[src/rtl/adpll_hop_seq_if.sv]
// Channel-request handshake between the host/MAC register block and the hop sequencer.
interface adpll_hop_seq_if #(
  parameter int FCWW = 26
) ();
  logic            req_valid;
  logic            req_ready;
  logic [FCWW-1:0] req_fcw;
  logic [1:0]      req_mode;

  modport master (output req_valid, output req_fcw, output req_mode, input req_ready);
  modport slave  (input req_valid, input req_fcw, input req_mode, output req_ready);
endinterface

[src/rtl/adpll_hop_seq.sv]
// ADPLL channel-hop sequencer: parks the ADPLL in PD, launches the new FCW/mode,
// supervises channel_lock with timeout and bounded retry, and reports status.
module adpll_hop_seq #(
  parameter int FCWW      = 26,
  parameter int SETTLE    = 4,
  parameter int BLANK     = 2,
  parameter int LOCK_TMO  = 1024,
  parameter int RETRY_MAX = 2
) (
  input  logic               clk,
  input  logic               rst,
  input  logic               en,
  adpll_hop_seq_if.slave     req,
  input  logic               abort,
  input  logic               channel_lock,
  output logic [FCWW-1:0]    FCW,
  output logic [1:0]         adpll_mode,
  output logic               busy,
  output logic               done,
  output logic [1:0]         status,
  output logic [1:0]         retry_cnt,
  output logic               lock_lost
);

  localparam logic [1:0] MODE_PD   = 2'd0;
  localparam logic [1:0] MODE_TEST = 2'd1;

  localparam logic [1:0] ST_OK  = 2'b00;
  localparam logic [1:0] ST_TMO = 2'b01;
  localparam logic [1:0] ST_ABT = 2'b10;
  localparam logic [1:0] ST_REJ = 2'b11;

  localparam logic [15:0] SETTLE_LOAD = 16'(SETTLE - 1);
  localparam logic [15:0] BLANK_MIN   = 16'(BLANK);
  localparam logic [15:0] TMO_LAST    = 16'(LOCK_TMO - 1);
  localparam logic [1:0]  RETRY_LIM   = 2'(RETRY_MAX);

  typedef enum logic [1:0] {
    S_IDLE   = 2'd0,
    S_PARK   = 2'd1,
    S_WAIT   = 2'd2,
    S_LOCKED = 2'd3
  } state_e;

  state_e          state_q, state_d;
  logic [15:0]     timer_q, timer_d;
  logic [FCWW-1:0] fcw_q, fcw_d;
  logic [FCWW-1:0] lat_fcw_q, lat_fcw_d;
  logic [1:0]      mode_q, mode_d;
  logic [1:0]      lat_mode_q, lat_mode_d;
  logic [1:0]      retry_q, retry_d;
  logic [1:0]      status_q, status_d;
  logic            done_q, done_d;
  logic            lost_q, lost_d;
  logic            busy_q, busy_d;
  logic            req_ready_s;
  logic            accept_s;

  // Ready only in stable states; abort and reset both block acceptance.
  assign req_ready_s   = ((state_q == S_IDLE) || (state_q == S_LOCKED)) && !abort && !rst;
  assign req.req_ready = req_ready_s;
  assign accept_s      = req.req_valid && req_ready_s && en;

  assign FCW        = fcw_q;
  assign adpll_mode = mode_q;
  assign busy       = busy_q;
  assign done       = done_q;
  assign status     = status_q;
  assign retry_cnt  = retry_q;
  assign lock_lost  = lost_q;

  // Next-state and output decode; priority is abort, then acceptance, then lock, then timeout.
  always_comb begin
    state_d    = state_q;
    timer_d    = timer_q;
    fcw_d      = fcw_q;
    lat_fcw_d  = lat_fcw_q;
    mode_d     = mode_q;
    lat_mode_d = lat_mode_q;
    retry_d    = retry_q;
    status_d   = status_q;
    done_d     = 1'b0;
    lost_d     = 1'b0;

    if (abort && (state_q != S_IDLE)) begin
      mode_d   = MODE_PD;
      done_d   = 1'b1;
      status_d = ST_ABT;
      state_d  = S_IDLE;
    end else if (accept_s) begin
      case (req.req_mode)
        MODE_PD: begin
          mode_d   = MODE_PD;
          done_d   = 1'b1;
          status_d = ST_OK;
          state_d  = S_IDLE;
        end
        MODE_TEST: begin
          done_d   = 1'b1;
          status_d = ST_REJ;
        end
        default: begin
          lat_fcw_d  = req.req_fcw;
          lat_mode_d = req.req_mode;
          mode_d     = MODE_PD;
          retry_d    = 2'd0;
          timer_d    = SETTLE_LOAD;
          state_d    = S_PARK;
        end
      endcase
    end else begin
      case (state_q)
        S_IDLE: begin
          state_d = S_IDLE;
        end
        S_LOCKED: begin
          // Lock drop re-enters supervision without reprogramming the ADPLL.
          if (!channel_lock) begin
            lost_d  = 1'b1;
            timer_d = 16'd0;
            retry_d = 2'd0;
            state_d = S_WAIT;
          end else begin
            state_d = S_LOCKED;
          end
        end
        S_PARK: begin
          if (timer_q == 16'd0) begin
            fcw_d   = lat_fcw_q;
            mode_d  = lat_mode_q;
            timer_d = 16'd0;
            state_d = S_WAIT;
          end else begin
            timer_d = timer_q - 16'd1;
          end
        end
        S_WAIT: begin
          if ((timer_q >= BLANK_MIN) && channel_lock) begin
            done_d   = 1'b1;
            status_d = ST_OK;
            state_d  = S_LOCKED;
          end else if (timer_q == TMO_LAST) begin
            mode_d = MODE_PD;
            if (retry_q < RETRY_LIM) begin
              retry_d = retry_q + 2'd1;
              timer_d = SETTLE_LOAD;
              state_d = S_PARK;
            end else begin
              done_d   = 1'b1;
              status_d = ST_TMO;
              state_d  = S_IDLE;
            end
          end else begin
            timer_d = timer_q + 16'd1;
          end
        end
        default: begin
          state_d = S_IDLE;
        end
      endcase
    end

    busy_d = (state_d == S_PARK) || (state_d == S_WAIT);
  end

  // State and output registers; reset wins over the clock enable.
  always_ff @(posedge clk) begin
    if (rst) begin
      state_q    <= S_IDLE;
      timer_q    <= 16'd0;
      fcw_q      <= '0;
      lat_fcw_q  <= '0;
      mode_q     <= MODE_PD;
      lat_mode_q <= MODE_PD;
      retry_q    <= 2'd0;
      status_q   <= ST_OK;
      done_q     <= 1'b0;
      lost_q     <= 1'b0;
      busy_q     <= 1'b0;
    end else if (en) begin
      state_q    <= state_d;
      timer_q    <= timer_d;
      fcw_q      <= fcw_d;
      lat_fcw_q  <= lat_fcw_d;
      mode_q     <= mode_d;
      lat_mode_q <= lat_mode_d;
      retry_q    <= retry_d;
      status_q   <= status_d;
      done_q     <= done_d;
      lost_q     <= lost_d;
      busy_q     <= busy_d;
    end
  end

endmodule

[src/flat_wrapper.sv]
// flat-port wrapper written by rule: the top's interface ports become plain ports
module adpll_hop_seq_flat 
#(
  parameter int FCWW      = 26,
  parameter int SETTLE    = 4,
  parameter int BLANK     = 2,
  parameter int LOCK_TMO  = 1024,
  parameter int RETRY_MAX = 2
)
  (clk, rst, en, abort, channel_lock, FCW, adpll_mode, busy, done, status, retry_cnt, lock_lost, req_req_valid, req_req_fcw, req_req_mode, req_req_ready);
  adpll_hop_seq_if #(.FCWW(FCWW)) req_i ();
  input  logic clk;
  input  logic rst;
  input  logic en;
  input  logic abort;
  input  logic channel_lock;
  output logic [FCWW-1:0] FCW;
  output logic [1:0] adpll_mode;
  output logic busy;
  output logic done;
  output logic [1:0] status;
  output logic [1:0] retry_cnt;
  output logic lock_lost;
  input wire logic [$bits(req_i.req_valid)-1:0] req_req_valid;
  input wire logic [$bits(req_i.req_fcw)-1:0] req_req_fcw;
  input wire logic [$bits(req_i.req_mode)-1:0] req_req_mode;
  output wire logic [$bits(req_i.req_ready)-1:0] req_req_ready;
  assign req_i.req_valid = req_req_valid;
  assign req_i.req_fcw = req_req_fcw;
  assign req_i.req_mode = req_req_mode;
  assign req_req_ready = req_i.req_ready;
  adpll_hop_seq #(.FCWW(FCWW), .SETTLE(SETTLE), .BLANK(BLANK), .LOCK_TMO(LOCK_TMO), .RETRY_MAX(RETRY_MAX)) u_core (.clk(clk), .rst(rst), .en(en), .req(req_i), .abort(abort), .channel_lock(channel_lock), .FCW(FCW), .adpll_mode(adpll_mode), .busy(busy), .done(done), .status(status), .retry_cnt(retry_cnt), .lock_lost(lock_lost));
endmodule
[config.mk]
export PLATFORM = sky130hd
export DESIGN_NAME = adpll_hop_seq_flat
export DESIGN_NICKNAME = d
export VERILOG_FILES = /design/src/rtl/adpll_hop_seq_if.sv /design/src/rtl/adpll_hop_seq.sv /design/src/flat_wrapper.sv
export SDC_FILE = /design/constraint.sdc
export NUM_CORES = 1
export LEC_CHECK = 0
export CORE_MARGIN = 2
export CORE_UTILIZATION = 35
export DETAILED_ROUTE_END_ITERATION = 10
export SKIP_LAST_GASP = 1
export SYNTH_ARGS = -nofsm -noshare
export SYNTH_HDL_FRONTEND = slang
export SYNTH_SLANG_ARGS = --single-unit
export TNS_END_PERCENT = 10
[constraint.sdc]
create_clock -name clk -period 2.8 [get_ports clk]
set_clock_uncertainty 0.05 [all_clocks]
set_input_delay 0.28 -clock clk [delete_from_list [all_inputs] [get_ports clk]]
set_output_delay 0.28 -clock clk [all_outputs]
set_load 0.01 [all_outputs]
* Word-level counts from Yosys, hierarchy flattened *
Index checks and enable logic that the tools add are counted.

word-level totals
  register bits after elaboration = 81
  input bits = 34
  output and inout port bits = 36

cells by class
  $add $sub $neg = 3
  $lt $le $gt $ge = 2
  eq/ne operators = 19
  mux-type cells = 49
  bitwise logic cells = 3
  reductions and logical operators = 26

operators with widths
  operator                                                                number
  16-bit 2-to-1 mux                                                       7
  16-bit one-hot mux with 3 select lines                                  1
  2-bit 2-to-1 mux                                                        23
  16-bit by 1-bit adder with 16-bit output, second input constant         1
  16-bit by 10-bit == test with 1-bit output, second input constant       1
  16-bit by 2-bit >= comparator with 1-bit output, second input constant  1
  16-bit zero test                                                        1
  2-bit one-hot mux with 2 select lines                                   4
  16-bit by 1-bit subtractor with 16-bit output, second input constant    1
  1-bit 2-to-1 mux                                                        13
  4-bit by 1-bit != test with 1-bit output, second input constant         3
  4-bit nonzero test                                                      3
  5-bit AND reduction                                                     2
  2-bit one-hot mux with 4 select lines                                   1
  8-bit AND reduction                                                     1
  7-bit AND reduction                                                     1
  2-bit by 1-bit == test with 1-bit output, second input constant         3
  2-bit == test, second input constant                                    3
  1-bit logical AND                                                       6
  3-bit by 1-bit != test with 1-bit output, second input constant         2
  3-bit by 2-bit != test with 1-bit output, second input constant         2
  6-bit AND reduction                                                     1
  3-bit nonzero test                                                      2
  2-bit zero test                                                         2
  13 further kinds                                                        17

* Logic depth before layout (Yosys ltp) *
Gate-level depths: netlist of the first run.

  word-level depth = 10
  depth in mapped cells = 10

* Worst setup path before layout of the first run *
OpenSTA, ideal clock, no wires.

  path kind = register -> register
  start = register u_core.timer_q[11]
  end = register u_core.timer_q[4]
  setup time = 0.074 ns
  data arrival time = 2.658 ns
  path slack = 0.018 ns
  stages on the path, launching flop included = 8
  cells stage by stage = dfxtp_1 > or4_4 > or3_4 > o311ai_4 > nand2_2 > or4_4 > or3_1 > o21ai_0

between the ends
  cells in the longest elaborated chain, start to end = 5
  elaborated cells on any way between the ends = 12
  those cells by class = order compare: 1; eq/ne: 3; mux: 5; reduce/logical: 3

RTL lines
  what                                                                                     line                  RTL
  start: declaration                                                                       adpll_hop_seq.sv:46   logic [15:0] timer_q, timer_d;
  start signal: assignment                                                                 adpll_hop_seq.sv:182  timer_q <= timer_d;
  branches (longest 5 deep; another with 16-bit by 2-bit >= comparator with 1-bit output)  n/a

Parallel ways; which one is timed is not known. The select of a mux whose other input is x is not followed.
A chain may end at the register's enable or synchronous reset.

* Worst setup path in the final report of the first run *
  start = register u_core.timer_q[11]
  end = register u_core.timer_q[13]

between the ends
  cells in the longest elaborated chain, start to end = 5
  elaborated cells on any way between the ends = 14
  those cells by class = add/sub: 2; order compare: 1; eq/ne: 3; mux: 5; reduce/logical: 3

RTL lines
  what                                                                                                           line                                        RTL
  16-bit by 1-bit adder with 16-bit output / 16-bit by 10-bit == test with 1-bit output (equally long branches)  adpll_hop_seq.sv:154, adpll_hop_seq.sv:142
  16-bit 2-to-1 mux                                                                                              adpll_hop_seq.sv:142                        end else if (timer_q == TMO_LAST) begin
  16-bit 2-to-1 mux                                                                                              adpll_hop_seq.sv:138                        if ((timer_q >= BLANK_MIN) && channel_lock) begin
  16-bit one-hot mux with 3 select lines                                                                         adpll_hop_seq.sv:112                        case (state_q)
  16-bit 2-to-1 mux                                                                                              adpll_hop_seq.sv:90                         end else if (accept_s) begin

Parallel ways exist; a longest one is shown, timed or not. The select of a mux whose other input is x is not followed.

==> load_flow_metrics.sql, run 1 <==
INSERT INTO impl_metrics (metric_group, metric, value, unit) VALUES
('setup_path', 'critPathTopFamily', 'simple AND/OR/NAND/NOR gates', ''),
('power', 'share_comb_of_total_power', '5.1', '%'),
('grt', 'first_pass_grt_wire_length', '20800', 'um'),
('setup_path', 'crit_path_start_kind', 'register', ''),
('power', 'power.leakage', '1.81', 'nW'),
('cts', 'insertion_delay', '0.33', 'ns'),
('timing', 'final.period_utilization', '98.8', '%'),
('run_status', 'run_status', 'complete, no violations', ''),
('synth', 'syn-num-nets', '594', ''),
('setup_path', 'crit_slowest_cell', 'sky130_fd_sc_hd__or4_4', ''),
('power', 'irDropWorstVdd', '0.323', 'mV'),
('synth', 'post_synth_num_cell_types', '52', ''),
('detailed_routing', 'num_vias', '4320', ''),
('setup_path', 'critPathRequiredTime', '3.03', 'ns'),
('die', 'start_util', '35.6', '%'),
('synth', 'synth_area_leaders', 'sky130_fd_sc_hd__dfxtp_1 (40%), sky130_fd_sc_hd__nand2_1 (13%), sky130_fd_sc_hd__a21oi_1 (9.1%), sky130_fd_sc_hd__clkbuf_1 (3.4%), sky130_fd_sc_hd__nor2_1 (3.2%)', ''),
('synth', 'synth-seq-area-share', '40.0', '%'),
('die', 'design.portCount', '70', ''),
('power', 'p_switching', '0.000572', 'W'),
('setup_path', 'cp_max_fo', '6', ''),
('setup_path', 'cpPeakStageDelay', '0.58', 'ns'),
('grt', 'global_route.overflow_total', '0', ''),
('synth', 'commonest_cells_post_synth', 'sky130_fd_sc_hd__nand2_1 (140), sky130_fd_sc_hd__dfxtp_1 (81), sky130_fd_sc_hd__a21oi_1 (74)', ''),
('cts', 'clock_tree_from_tritoncts', 'done', ''),
('synth', 'yosys.area_share.xor_xnor', '0', '%'),
('timing', 'relSlewSlack', '42.5', '%'),
('synth', 'postSynth.topFlopCell', 'sky130_fd_sc_hd__dfxtp_1', ''),
('detailed_routing', 'drcViolationCount', '0', ''),
('synth', 'synth-edff-count', '0', ''),
('cts', 'cts_made_buffers', '9', ''),
('die', 'die_w', '112', 'um'),
('grt', 'maximum_number_of_pins_on_one_net_before_global_route_repair', '82', ''),
('timing', 'rsz0062_at_grt', 'true', ''),
('synth', 'main_combinational_cell_family_by_area_after_synthesis', 'simple AND/OR/NAND/NOR gates', ''),
('placed_design', 'routabilityCongestion', '0.881', ''),
('setup_path', 'cp-startpoint', 'u_core.timer_q[11]', ''),
('power', 'power-per-cell-area', '451', 'nW/um^2'),
('hold_path', 'path_category_of_the_worst_min_delay_check', 'reg -> reg', ''),
('detailed_routing', 'met2_wirelength', '5750', 'um'),
('grt', 'initial_antenna_violation_count', '0', ''),
('synth', 'syn_inst', '552', ''),
('synth', 'yosysWarnings', '0', ''),
('synth', 'yosysTopAreaCell', 'sky130_fd_sc_hd__dfxtp_1', ''),
('synth', 'avgSynthCellArea', '7.34', 'sq um'),
('job', 'timing.max_cap.violations', '0', ''),
('setup_path', 'cpMostUsedCell', 'sky130_fd_sc_hd__or4_4', ''),
('die', 'placementRows', '39', ''),
('cts', 'cts.htree.levels', '3', ''),
('power', 'total_power', '0.00243', 'W'),
('setup_path', 'cp_data_arrival_time', '2.99', 'ns'),
('synth', 'synth_simple_gate_area_share', '29.1', '%'),
('setup_path', 'timing_worst_setup_path_type', 'reg -> reg', ''),
('die', 'design.die.area', '12500', 'sq um'),
('placed_design', 'pre_cts_slack', '0.0470', 'ns'),
('timing', 'max_slew_violation_count', '0', ''),
('die', 'core_region_area', '11400', 'sq um'),
('detailed_routing', 'm1WireLength', '5770', 'um'),
('timing', 'tightestPinTransition', '0.862', 'ns'),
('timing', 'finalHoldViolCount', '0', ''),
('synth', 'synthMuxAreaShare', '0.772', '%'),
('detailed_routing', 'totalWireLength', '12400', 'um'),
('synth', 'synth_area_in_compound_gates', '22.9', '%'),
('synth', 'proportion_of_netlist_area_held_by_the_largest_area_contributor', '40.0', '%'),
('detailed_routing', 'detailedRoute.firstPassIterationCount', '6', ''),
('layout', 'layout-area-overhead-vs-synth', '32.6', '%'),
('placed_design', 'numPortBuffers', '69', ''),
('setup_path', 'regToRegStartpoint', 'u_core.timer_q[11]', ''),
('power', 'sequentialPowerShare', '47.9', '%'),
('timing', 'setup_slack', '0.0333', 'ns'),
('grt', 'first_global_vias', '4226', ''),
('placed_design', 'estimated_wirelength_of_the_detail_placed_design', '8490', 'um');
-- registers in the layout, indices dropped and copies added (netlist names) --
name               cells
u_core.lock_lost       1
u_core.lat_mode_q      2
u_core.adpll_mode      2
u_core.FCW            26
u_core.retry_cnt       2
u_core.done            1
u_core.timer_q        16
u_core.lat_fcw_q      26
u_core.state_q         2
u_core.busy            1
u_core.status          2
-- stage by stage --
| step | instances | area (sq um) | hold slack [ns] | util, % | setup TNS, ns |
|---|---|---|---|---|---|
| floorplan | 552 | 4050 | 0.366 | - | 0 |
| global placement | 762 | 5070 | 0.388 | 44.6 | 0 |
| detailed placement | 762 | 5070 | 0.396 | 44.6 | 0 |
| CTS | 778 | 5360 | 0.404 | 47.1 | 0 |
| global route | 778 | 5380 | 0.421 | 47.3 | -0.145 |
| finish | 778 | 5380 | 0.401 | 47.3 | 0 |
-- cell usage in the layout, fill, tap and decap left out, drive strengths merged, types with 2 or more instances in the layout --
| cell | n |
|---|---|
| nor2 | 35 |
| or3 | 10 |
| o311ai | 2 |
| a21oi | 74 |
| clkinv | 2 |
| o21a | 2 |
| o211ai | 5 |
| nand4 | 6 |
| o32ai | 3 |
| o221ai | 5 |
| o21ai | 23 |
| clkinvlp | 3 |
| inv | 14 |
| nor2b | 4 |
| a311oi | 3 |
| nor3 | 14 |
| and2 | 2 |
| a31oi | 8 |
| dfxtp | 81 |
| or4 | 5 |
| o22ai | 2 |
| buf | 37 |
| a21o | 2 |
| mux2i | 2 |
| nor4 | 7 |
| a22oi | 2 |
| o31ai | 3 |
| a211oi | 6 |
| nand2b | 8 |
| a221oi | 3 |
| nand2 | 141 |
| or2 | 4 |
| clkdlybuf4s50 | 68 |
| a221o | 2 |
| nand3 | 14 |
| a22o | 2 |
| ha | 8 |
| and3 | 2 |
| clkbuf | 10 |
-- repair_timing --
action                                  in CTS  in global routing
buffers inserted                             0                  0
resized for setup                            0                  5
hold buffers                                 0                  0
endpoints found under the setup margin       0                 11
hold endpoints to repair                     0                  0
-- power by group through the flow --
| stage | logic (W) | registers, W | clock network (W) |
|---|---|---|---|
| after CTS | 0.000123 | 0.00116 | 0.00117 |
| after floorplan | 0.0000511 | 0.00119 | 0 |
| after global routing | 0.000134 | 0.00116 | 0.00122 |
| final | 0.000124 | 0.00116 | 0.00114 |
| after global placement | 0.000122 | 0.00119 | 0 |
| after detailed placement | 0.000122 | 0.00119 | 0 |
-- worst min-delay path, stage by stage, from the launching register on --
cell and delay (ns):
sky130_fd_sc_hd__dfxtp_1 0.31, sky130_fd_sc_hd__nand2_1 0.05, sky130_fd_sc_hd__a21oi_1 0.05
-- cells by family (layout without fill, tap and decap cells) --
logic type | after synthesis | in the layout
flops | 81 | 81
compound gates | 151 | 151
simple gates | 258 | 258
fa+ha+maj | 8 | 8
mux | 3 | 3
buf+inv | 51 | 134
-- cell type report --
cell class	instances	area (sq um)
Clock buffer	10	239
Clock inverter	6	51.3
Fill cell	1155	5990
Inverter	13	48.8
Multi-Input combinational cell	420	2250
Sequential cell	81	1620
Tap cell	143	179
Timing Repair Buffer	105	981
-- routing by layer --
layer / vias up / global-route usage, %
met4: 0 / 7.16
met1: 2029 / 26.8
met2: 165 / 32.6
met5: - / 0
li1: 2100 / -
met3: 26 / 4.14
-- path summary, 6_finish.rpt --
path	endpoint	slack [ns]	depth (start not counted)
max	u_core.timer_q[13]	0.03	8
min	u_core.FCW[3]	0.40	2
max reg2reg	u_core.timer_q[13]	0.03	8
min reg2reg	u_core.FCW[3]	0.40	2
(Power assumes the default switching activity.)
==> run 2: changes to the inputs <==
--- a/config.mk
+++ b/config.mk
@@ -5,9 +5,10 @@
 export SDC_FILE = /design/constraint.sdc
 export NUM_CORES = 1
 export LEC_CHECK = 0
-export CORE_MARGIN = 2
+export CORE_MARGIN = 4
 export CORE_UTILIZATION = 35
 export DETAILED_ROUTE_END_ITERATION = 10
+export GPL_TIMING_DRIVEN = 0
 export SKIP_LAST_GASP = 1
 export SYNTH_ARGS = -nofsm -noshare
 export SYNTH_HDL_FRONTEND = slang
==> load_flow_metrics.sql, run 2 (synthesis gave the netlist of run 1 again) <==
INSERT INTO impl_metrics (metric_group, metric, value, unit) VALUES
('timing', 'finalHoldViolCount', '0', ''),
('power', 'share_comb_of_total_power', '5.1', '%'),
('hold_path', 'worst_min_path_start', 'u_core.FCW[17]', ''),
('die', 'die_w', '116', 'um'),
('run_status', 'failed_checks', 'negative setup slack', ''),
('setup_path', 'critPathRequiredTime', '3.02', 'ns'),
('setup_path', 'cp_max_fo', '8', ''),
('power', 'internal_power', '0.00210', 'W'),
('timing', 'final.period_utilization', '100', '%'),
('power', 'sequentialPowerShare', '43.3', '%'),
('cts', 'cts_made_buffers', '9', ''),
('power', 'swShare', '21.7', '%'),
('die', 'placementRows', '39', ''),
('cts', 'cts.sinks', '81', ''),
('cts', 'clock-root-buffer', 'sky130_fd_sc_hd__clkbuf_16', ''),
('die', 'core_region_area', '11400', 'sq um'),
('layout', 'final_cells', '783', ''),
('layout', 'mostFrequentLayoutCells', 'sky130_fd_sc_hd__nand2_1 (139), sky130_fd_sc_hd__dfxtp_1 (77), sky130_fd_sc_hd__a21oi_1 (73)', ''),
('placed_design', 'routabilityCongestion', '0.916', ''),
('die', 'design.portCount', '70', ''),
('detailed_routing', 'detailedRoute.firstPassIterationCount', '5', ''),
('grt', 'groute.usage.overall', '20.4', '%'),
('setup_path', 'timing_worst_setup_path_type', 'reg -> reg', ''),
('timing', 'relSlewSlack', '54.7', '%'),
('detailed_routing', 'avgRoutedWirePerCell', '17.4', 'um'),
('timing', 'crit_path_time_final', '2.81', 'ns'),
('setup_path', 'r2r_slack', '-0.006', 'ns'),
('timing', 'tightestPinTransition', '0.679', 'ns'),
('placed_design', 'estimated_wirelength_of_the_detail_placed_design', '9730', 'um'),
('power', 'total_power', '0.00268', 'W'),
('grt', 'maximum_number_of_pins_on_one_net_before_global_route_repair', '16', ''),
('detailed_routing', 'per_cell_via_count_in_the_routed_design', '5.66', ''),
('cts', 'cts.htree.levels', '3', ''),
('grt', 'global_route.overflow_total', '0', ''),
('detailed_routing', 'num_vias', '4431', ''),
('detailed_routing', 'totalWireLength', '13700', 'um'),
('power', 'clock_power_share', '51.6', '%'),
('hold_path', 'whs_endpoint', 'u_core.FCW[17]', ''),
('timing', 'setup_viol', '1', ''),
('layout', 'layout-area-overhead-vs-synth', '32.7', '%'),
('grt', 'initial_antenna_violation_count', '0', ''),
('power', 'irDropWorstVdd', '0.516', 'mV'),
('timing', 'rsz0062_at_grt', 'true', ''),
('detailed_routing', 'drcViolationCount', '0', ''),
('cts', 'ctsLongestPathBuffers', '2', ''),
('placed_design', 'numPortBuffers', '69', ''),
('timing', 'setup_slack', '-0.00578', 'ns'),
('grt', 'first_pass_grt_wire_length', '21300', 'um'),
('cts', 'cts.clk_slew.worst_paths', '0.06', 'ns'),
('setup_path', 'crit_path_start_kind', 'register', ''),
('die', 'die_h', '116', 'um'),
('run_status', 'run_status', 'finished with violations', ''),
('power', 'power.leakage', '1.80', 'nW'),
('grt', 'first_global_vias', '4147', ''),
('placed_design', 'placed_instances', '764', ''),
('cts', 'clock_tree_from_tritoncts', 'done', ''),
('die', 'start_util', '35.6', '%'),
('layout', 'final_common_cell', 'sky130_fd_sc_hd__nand2_1', ''),
('layout', 'final_layout_size_suffix_gt1_share', '9.38', '%'),
('setup_path', 'regToRegEndpoint', 'u_core.timer_q[4]', ''),
('cts', 'insertion_delay', '0.34', 'ns'),
('layout', 'antenna_cells_inserted', '0', ''),
('job', 'timing.max_cap.violations', '0', ''),
('timing', 'max_slew_violation_count', '0', ''),
('detailed_routing', 'count_of_antenna_violating_nets_left_after_detailed_routing', '0', ''),
('setup_path', 'r2r_cells', '7', ''),
('hold_path', 'path_category_of_the_worst_min_delay_check', 'reg -> reg', ''),
('hold_path', 'hold-path-cell-count', '2', ''),
('die', 'design.die.area', '13400', 'sq um'),
('timing', 'clock.fmax', '356', 'MHz'),
('setup_path', 'cp_data_arrival_time', '3.02', 'ns'),
('power', 'p_switching', '0.000582', 'W'),
('setup_path', 'worst_setup_path_end_kind', 'register', ''),
('setup_path', 'regToRegStartpoint', 'u_core.timer_q[12]', ''),
('power', 'power-per-cell-area', '499', 'nW/um^2'),
('layout', 'num-nets-final', '677', ''),
('detailed_routing', 'detailedRoute.firstIterationViolations', '436', '');
[run 2: changes by cell type in the layout (fill, tap and decap cells not counted), sizes merged]
cell,previous run,this run
buf,37,12
bufinv,0,3
clkbuf,10,38
clkinvlp,3,1
dlymetal6s2s,0,1
[run 2: metrics by stage]
step	util (%)	setup WS, ns	area (sq um)	hold WS (ns)	setup TNS (ns)
after detailed placement	43.3	-0.667	4920	0.395	-20.76
after global routing	47.3	-0.0706	5380	0.415	-1.15
after floorplan	-	0.0178	4050	0.366	0
final	47.3	-0.00578	5380	0.401	-0.00578
after CTS	46.8	-0.0525	5330	0.402	-0.121
after global placement	43.3	-0.745	4920	0.388	-22.97
[run 2: power by group through the flow]
stage,sequential [W],clock [W],combinational [W]
after CTS,0.00116,0.00142,0.000134
after global routing,0.00116,0.00146,0.000146
after floorplan,0.00119,0,0.0000511
final,0.00116,0.00138,0.000137
after global placement,0.00119,0,0.000131
after detailed placement,0.00119,0,0.000131
[run 2: critical path, stage by stage (launching register included)]
cell                       delay [ns]
sky130_fd_sc_hd__dfxtp_1         0.38
sky130_fd_sc_hd__or4_4           0.58
sky130_fd_sc_hd__or3_4           0.39
sky130_fd_sc_hd__o311ai_4        0.26
sky130_fd_sc_hd__nand2_2         0.10
sky130_fd_sc_hd__or4_4           0.51
sky130_fd_sc_hd__or3_1           0.37
sky130_fd_sc_hd__o21ai_0         0.08
[run 2: worst max-delay path by stage]
stage | from | endpoint | slack, ns
after floorplan | u_core.timer_q[11] | u_core.timer_q[4] | 0.02
after global placement | u_core.state_q[0] | u_core.timer_q[6] | -0.75
after detailed placement | u_core.state_q[0] | u_core.timer_q[2] | -0.67
after CTS | u_core.timer_q[12] | u_core.busy | -0.05
after global routing | u_core.state_q[0] | u_core.lat_fcw_q[24] | -0.07
final | u_core.timer_q[12] | u_core.timer_q[4] | -0.006
[run 2: final cells by class]
type / instances / area, sq um
multi-input combinational: 420 / 2280
clock inverter: 7 / 124
buffer: 33 / 141
inverter: 13 / 48.8
tap: 143 / 179
timing repair buffer: 77 / 753
sequential: 81 / 1630
fill: 1175 / 5990
clock buffer: 9 / 225
[run 2: per-layer routing]
metal  track usage [%]  routed length (um)  up-vias
met5                 0                   0        -
met4              6.34                 237        0
met3              5.12                1020       22
met2              33.3                6420      191
met1              26.6                5980     2102
li1                  -                   -     2116
[run 2: timing repair]
| action | CTS | global route |
|---|---|---|
| hold buffers | 0 | 0 |
| setup endpoints to repair | 76 | 64 |
| pin swaps | 3 | 2 |
| resized for setup | 20 | 16 |
| setup buffers | 2 | 6 |
==> run 3: changes to the inputs <==
--- a/config.mk
+++ b/config.mk
@@ -9,6 +9,8 @@
 export CORE_UTILIZATION = 35
 export DETAILED_ROUTE_END_ITERATION = 10
 export GPL_TIMING_DRIVEN = 0
+export HOLD_SLACK_MARGIN = 0.15
+export PLACE_DENSITY_LB_ADDON = 0.08
 export SKIP_LAST_GASP = 1
 export SYNTH_ARGS = -nofsm -noshare
 export SYNTH_HDL_FRONTEND = slang
==> constraint.sdc (replaced) <==
create_clock -name clk -period 2.8 [get_ports clk]
set_clock_uncertainty 0.05 [all_clocks]
set_input_delay 0.56 -clock clk [delete_from_list [all_inputs] [get_ports clk]]
set_output_delay 0.56 -clock clk [all_outputs]
set_load 0.01 [all_outputs]
==> load_flow_metrics.sql, run 3 (synthesis gave the netlist of run 1 again) <==
INSERT INTO impl_metrics (metric_group, metric, value, unit) VALUES
('die', 'core_region_area', '11400', 'sq um'),
('cts', 'number_of_buffers_inserted_by_hold_repair_at_cts', '0', ''),
('cts', 'ctsLongestPathBuffers', '2', ''),
('cts', 'cts_made_buffers', '9', ''),
('layout', 'final_layout_size_suffix_gt1_share', '9.84', '%'),
('timing', 'max_slew_violation_count', '0', ''),
('die', 'die_h', '116', 'um'),
('timing', 'clock.fmax', '358', 'MHz'),
('cts', 'cts.htree.levels', '3', ''),
('timing', 'rsz0062_at_grt', 'true', ''),
('layout', 'final_cells', '783', ''),
('placed_design', 'routabilityCongestion', '0.888', ''),
('placed_design', 'numPortBuffers', '69', ''),
('power', 'power.leakage', '1.77', 'nW'),
('hold_path', 'hold-path-cell-count', '2', ''),
('setup_path', 'cp_data_arrival_time', '2.94', 'ns'),
('timing', 'totalNegativeSetupSlack', '0', 'ns'),
('setup_path', 'regToRegStartpoint', 'u_core.timer_q[11]', ''),
('power', 'irDropWorstVdd', '0.287', 'mV'),
('detailed_routing', 'avgRoutedWirePerCell', '16.5', 'um'),
('setup_path', 'timing_worst_setup_path_type', 'reg -> reg', ''),
('hold_path', 'worst_min_path_start', 'u_core.FCW[3]', ''),
('setup_path', 'crit_path_start_kind', 'register', ''),
('timing', 'final.period_utilization', '99.6', '%'),
('setup_path', 'critPathTopFamily', 'compound AO/OA/AOI/OAI gates', ''),
('die', 'die_w', '116', 'um'),
('timing', 'relSlewSlack', '57.5', '%'),
('timing', 'crit_path_time_final', '2.79', 'ns'),
('grt', 'groute.usage.overall', '19.6', '%'),
('grt', 'first_pass_grt_wire_length', '20700', 'um'),
('setup_path', 'cp_num_buf_inv', '1', ''),
('layout', 'mostFrequentLayoutCells', 'sky130_fd_sc_hd__nand2_1 (139), sky130_fd_sc_hd__dfxtp_1 (78), sky130_fd_sc_hd__a21oi_1 (73)', ''),
('grt', 'maximum_number_of_pins_on_one_net_before_global_route_repair', '16', ''),
('layout', 'final_common_cell', 'sky130_fd_sc_hd__nand2_1', ''),
('timing', 'tightestPinTransition', '0.638', 'ns'),
('cts', 'clock-root-buffer', 'sky130_fd_sc_hd__clkbuf_16', ''),
('setup_path', 'cp-startpoint', 'u_core.timer_q[11]', ''),
('grt', 'most_utilized_layer_in_the_global_route_result', 'met2', ''),
('detailed_routing', 'num_vias', '4315', ''),
('setup_path', 'critPathRequiredTime', '2.95', 'ns'),
('cts', 'cts.sinks', '81', ''),
('grt', 'global_route.usage.met3', '4.23', '%'),
('setup_path', 'timing.critical_path.depth', '8', ''),
('die', 'start_util', '35.6', '%'),
('setup_path', 'crit_slowest_cell', 'sky130_fd_sc_hd__or4_4', ''),
('die', 'placementRows', '39', ''),
('detailed_routing', 'detailedRoute.firstIterationViolations', '449', ''),
('die', 'design.die.area', '13400', 'sq um'),
('detailed_routing', 'drcViolationCount', '0', ''),
('setup_path', 'worst_setup_path_end_kind', 'register', ''),
('timing', 'setup_viol', '0', ''),
('placed_design', 'estimated_wirelength_of_the_detail_placed_design', '9180', 'um'),
('setup_path', 'worstPathCellList', 'or4_4 > nand4b_1 > o21a_1 > clkbuf_2 > a22oi_1 > o22ai_1 > a21oi_1 > o32ai_1', ''),
('placed_design', 'pre_cts_slack', '-0.877', 'ns'),
('layout', 'antenna_cells_inserted', '0', ''),
('setup_path', 'r2r_cells', '8', ''),
('grt', 'groute.layer.met2.usage', '30.5', '%'),
('grt', 'global_route.overflow_total', '0', ''),
('cts', 'insertion_delay', '0.33', 'ns'),
('cts', 'cts.clk_slew.worst_paths', '0.07', 'ns'),
('setup_path', 'cp_max_fo', '10', ''),
('timing', 'finalHoldViolCount', '0', ''),
('placed_design', 'placedInstanceArea', '4920', 'sq um'),
('detailed_routing', 'totalWireLength', '12900', 'um'),
('layout', 'layout-area-overhead-vs-synth', '32.6', '%'),
('power', 'total_power', '0.00250', 'W'),
('setup_path', 'cpPeakStageDelay', '0.60', 'ns'),
('detailed_routing', 'per_cell_via_count_in_the_routed_design', '5.51', ''),
('detailed_routing', 'count_of_antenna_violating_nets_left_after_detailed_routing', '0', ''),
('placed_design', 'placed_instances', '764', ''),
('job', 'timing.max_cap.violations', '0', ''),
('layout', 'final_cell_area', '5380', 'sq um'),
('power', 'power-per-cell-area', '464', 'nW/um^2'),
('layout', 'num-nets-final', '677', ''),
('grt', 'first_global_vias', '4014', ''),
('timing', 'setup_slack', '0.0100', 'ns'),
('layout', 'num-fill-cells', '1174', ''),
('grt', 'initial_antenna_violation_count', '0', ''),
('hold_path', 'path_category_of_the_worst_min_delay_check', 'reg -> reg', ''),
('cts', 'clock_tree_from_tritoncts', 'done', ''),
('detailed_routing', 'detailedRoute.firstPassIterationCount', '6', ''),
('die', 'design.portCount', '70', ''),
('grt', 'gr_util_met1', '26.7', '%'),
('run_status', 'run_status', 'complete, no violations', '');
## run 3: changes by cell type in the layout (fill, tap and decap cells not counted), moves of 2 or more
cell and delta:
sky130_fd_sc_hd__buf_2 -3, sky130_fd_sc_hd__bufinv_16 -2, sky130_fd_sc_hd__clkbuf_1 -4, sky130_fd_sc_hd__clkbuf_2 +4, sky130_fd_sc_hd__clkbuf_4 +2
## run 3: through the flow
| stage | utilization, % | hold slack, ns |
|---|---|---|
| after floorplan | - | 0.387 |
| after global placement | 43.3 | 0.388 |
| after detailed placement | 43.3 | 0.394 |
| after CTS | 46.7 | 0.403 |
| after global routing | 47.3 | 0.423 |
| final | 47.3 | 0.401 |
## run 3: timing repair
action                     in CTS  in global routing
setup buffers                   5                  3
pin swaps                       4                  2
gates resized for setup        23                 26
setup endpoints to repair      70                 71
## run 3: worst paths after layout
path	slack, ns	endpoint
setup / recovery	0.01	u_core.timer_q[3]
setup reg to reg	0.01	u_core.timer_q[3]
hold reg to reg	0.40	u_core.FCW[3]
hold / removal	0.40	u_core.FCW[3]
## run 3: cell type report
type / instances / area, sq um / area share (%)
well taps: 143 / 179 / 3.33
multi-input cells: 420 / 2300 / 42.7
clock buffers: 9 / 225 / 4.19
flip-flops and latches: 81 / 1630 / 30.2
clock inverters: 7 / 78.8 / 1.47
repair buffers: 77 / 762 / 14.2
plain buffers: 33 / 160 / 2.98
inverters: 13 / 48.8 / 0.908
## run 3: report_power, final
part / internal (W) / total [W] / switching [W]
clock network: 0.000700 / 0.00120 / 0.000499
registers: 0.00116 / 0.00116 / 0.00000368
logic: 0.0000632 / 0.000134 / 0.0000712
## run 3: routing by layer
metal / wire length [um] / up-vias
met1: 5910 / 2014
li1: - / 2109
met5: 0 / -
met3: 920 / 22
met4: 314 / 0
met2: 5740 / 170
## run 3: worst register-to-register path, delay by kind of cell (launching register included)
kind / cells / cell delay [ns]
AOI/OAI and AO/OA: 5 / 0.99
DFF: 1 / 0.36
buffers and inverters: 1 / 0.34
and+or+nand+nor: 2 / 0.92
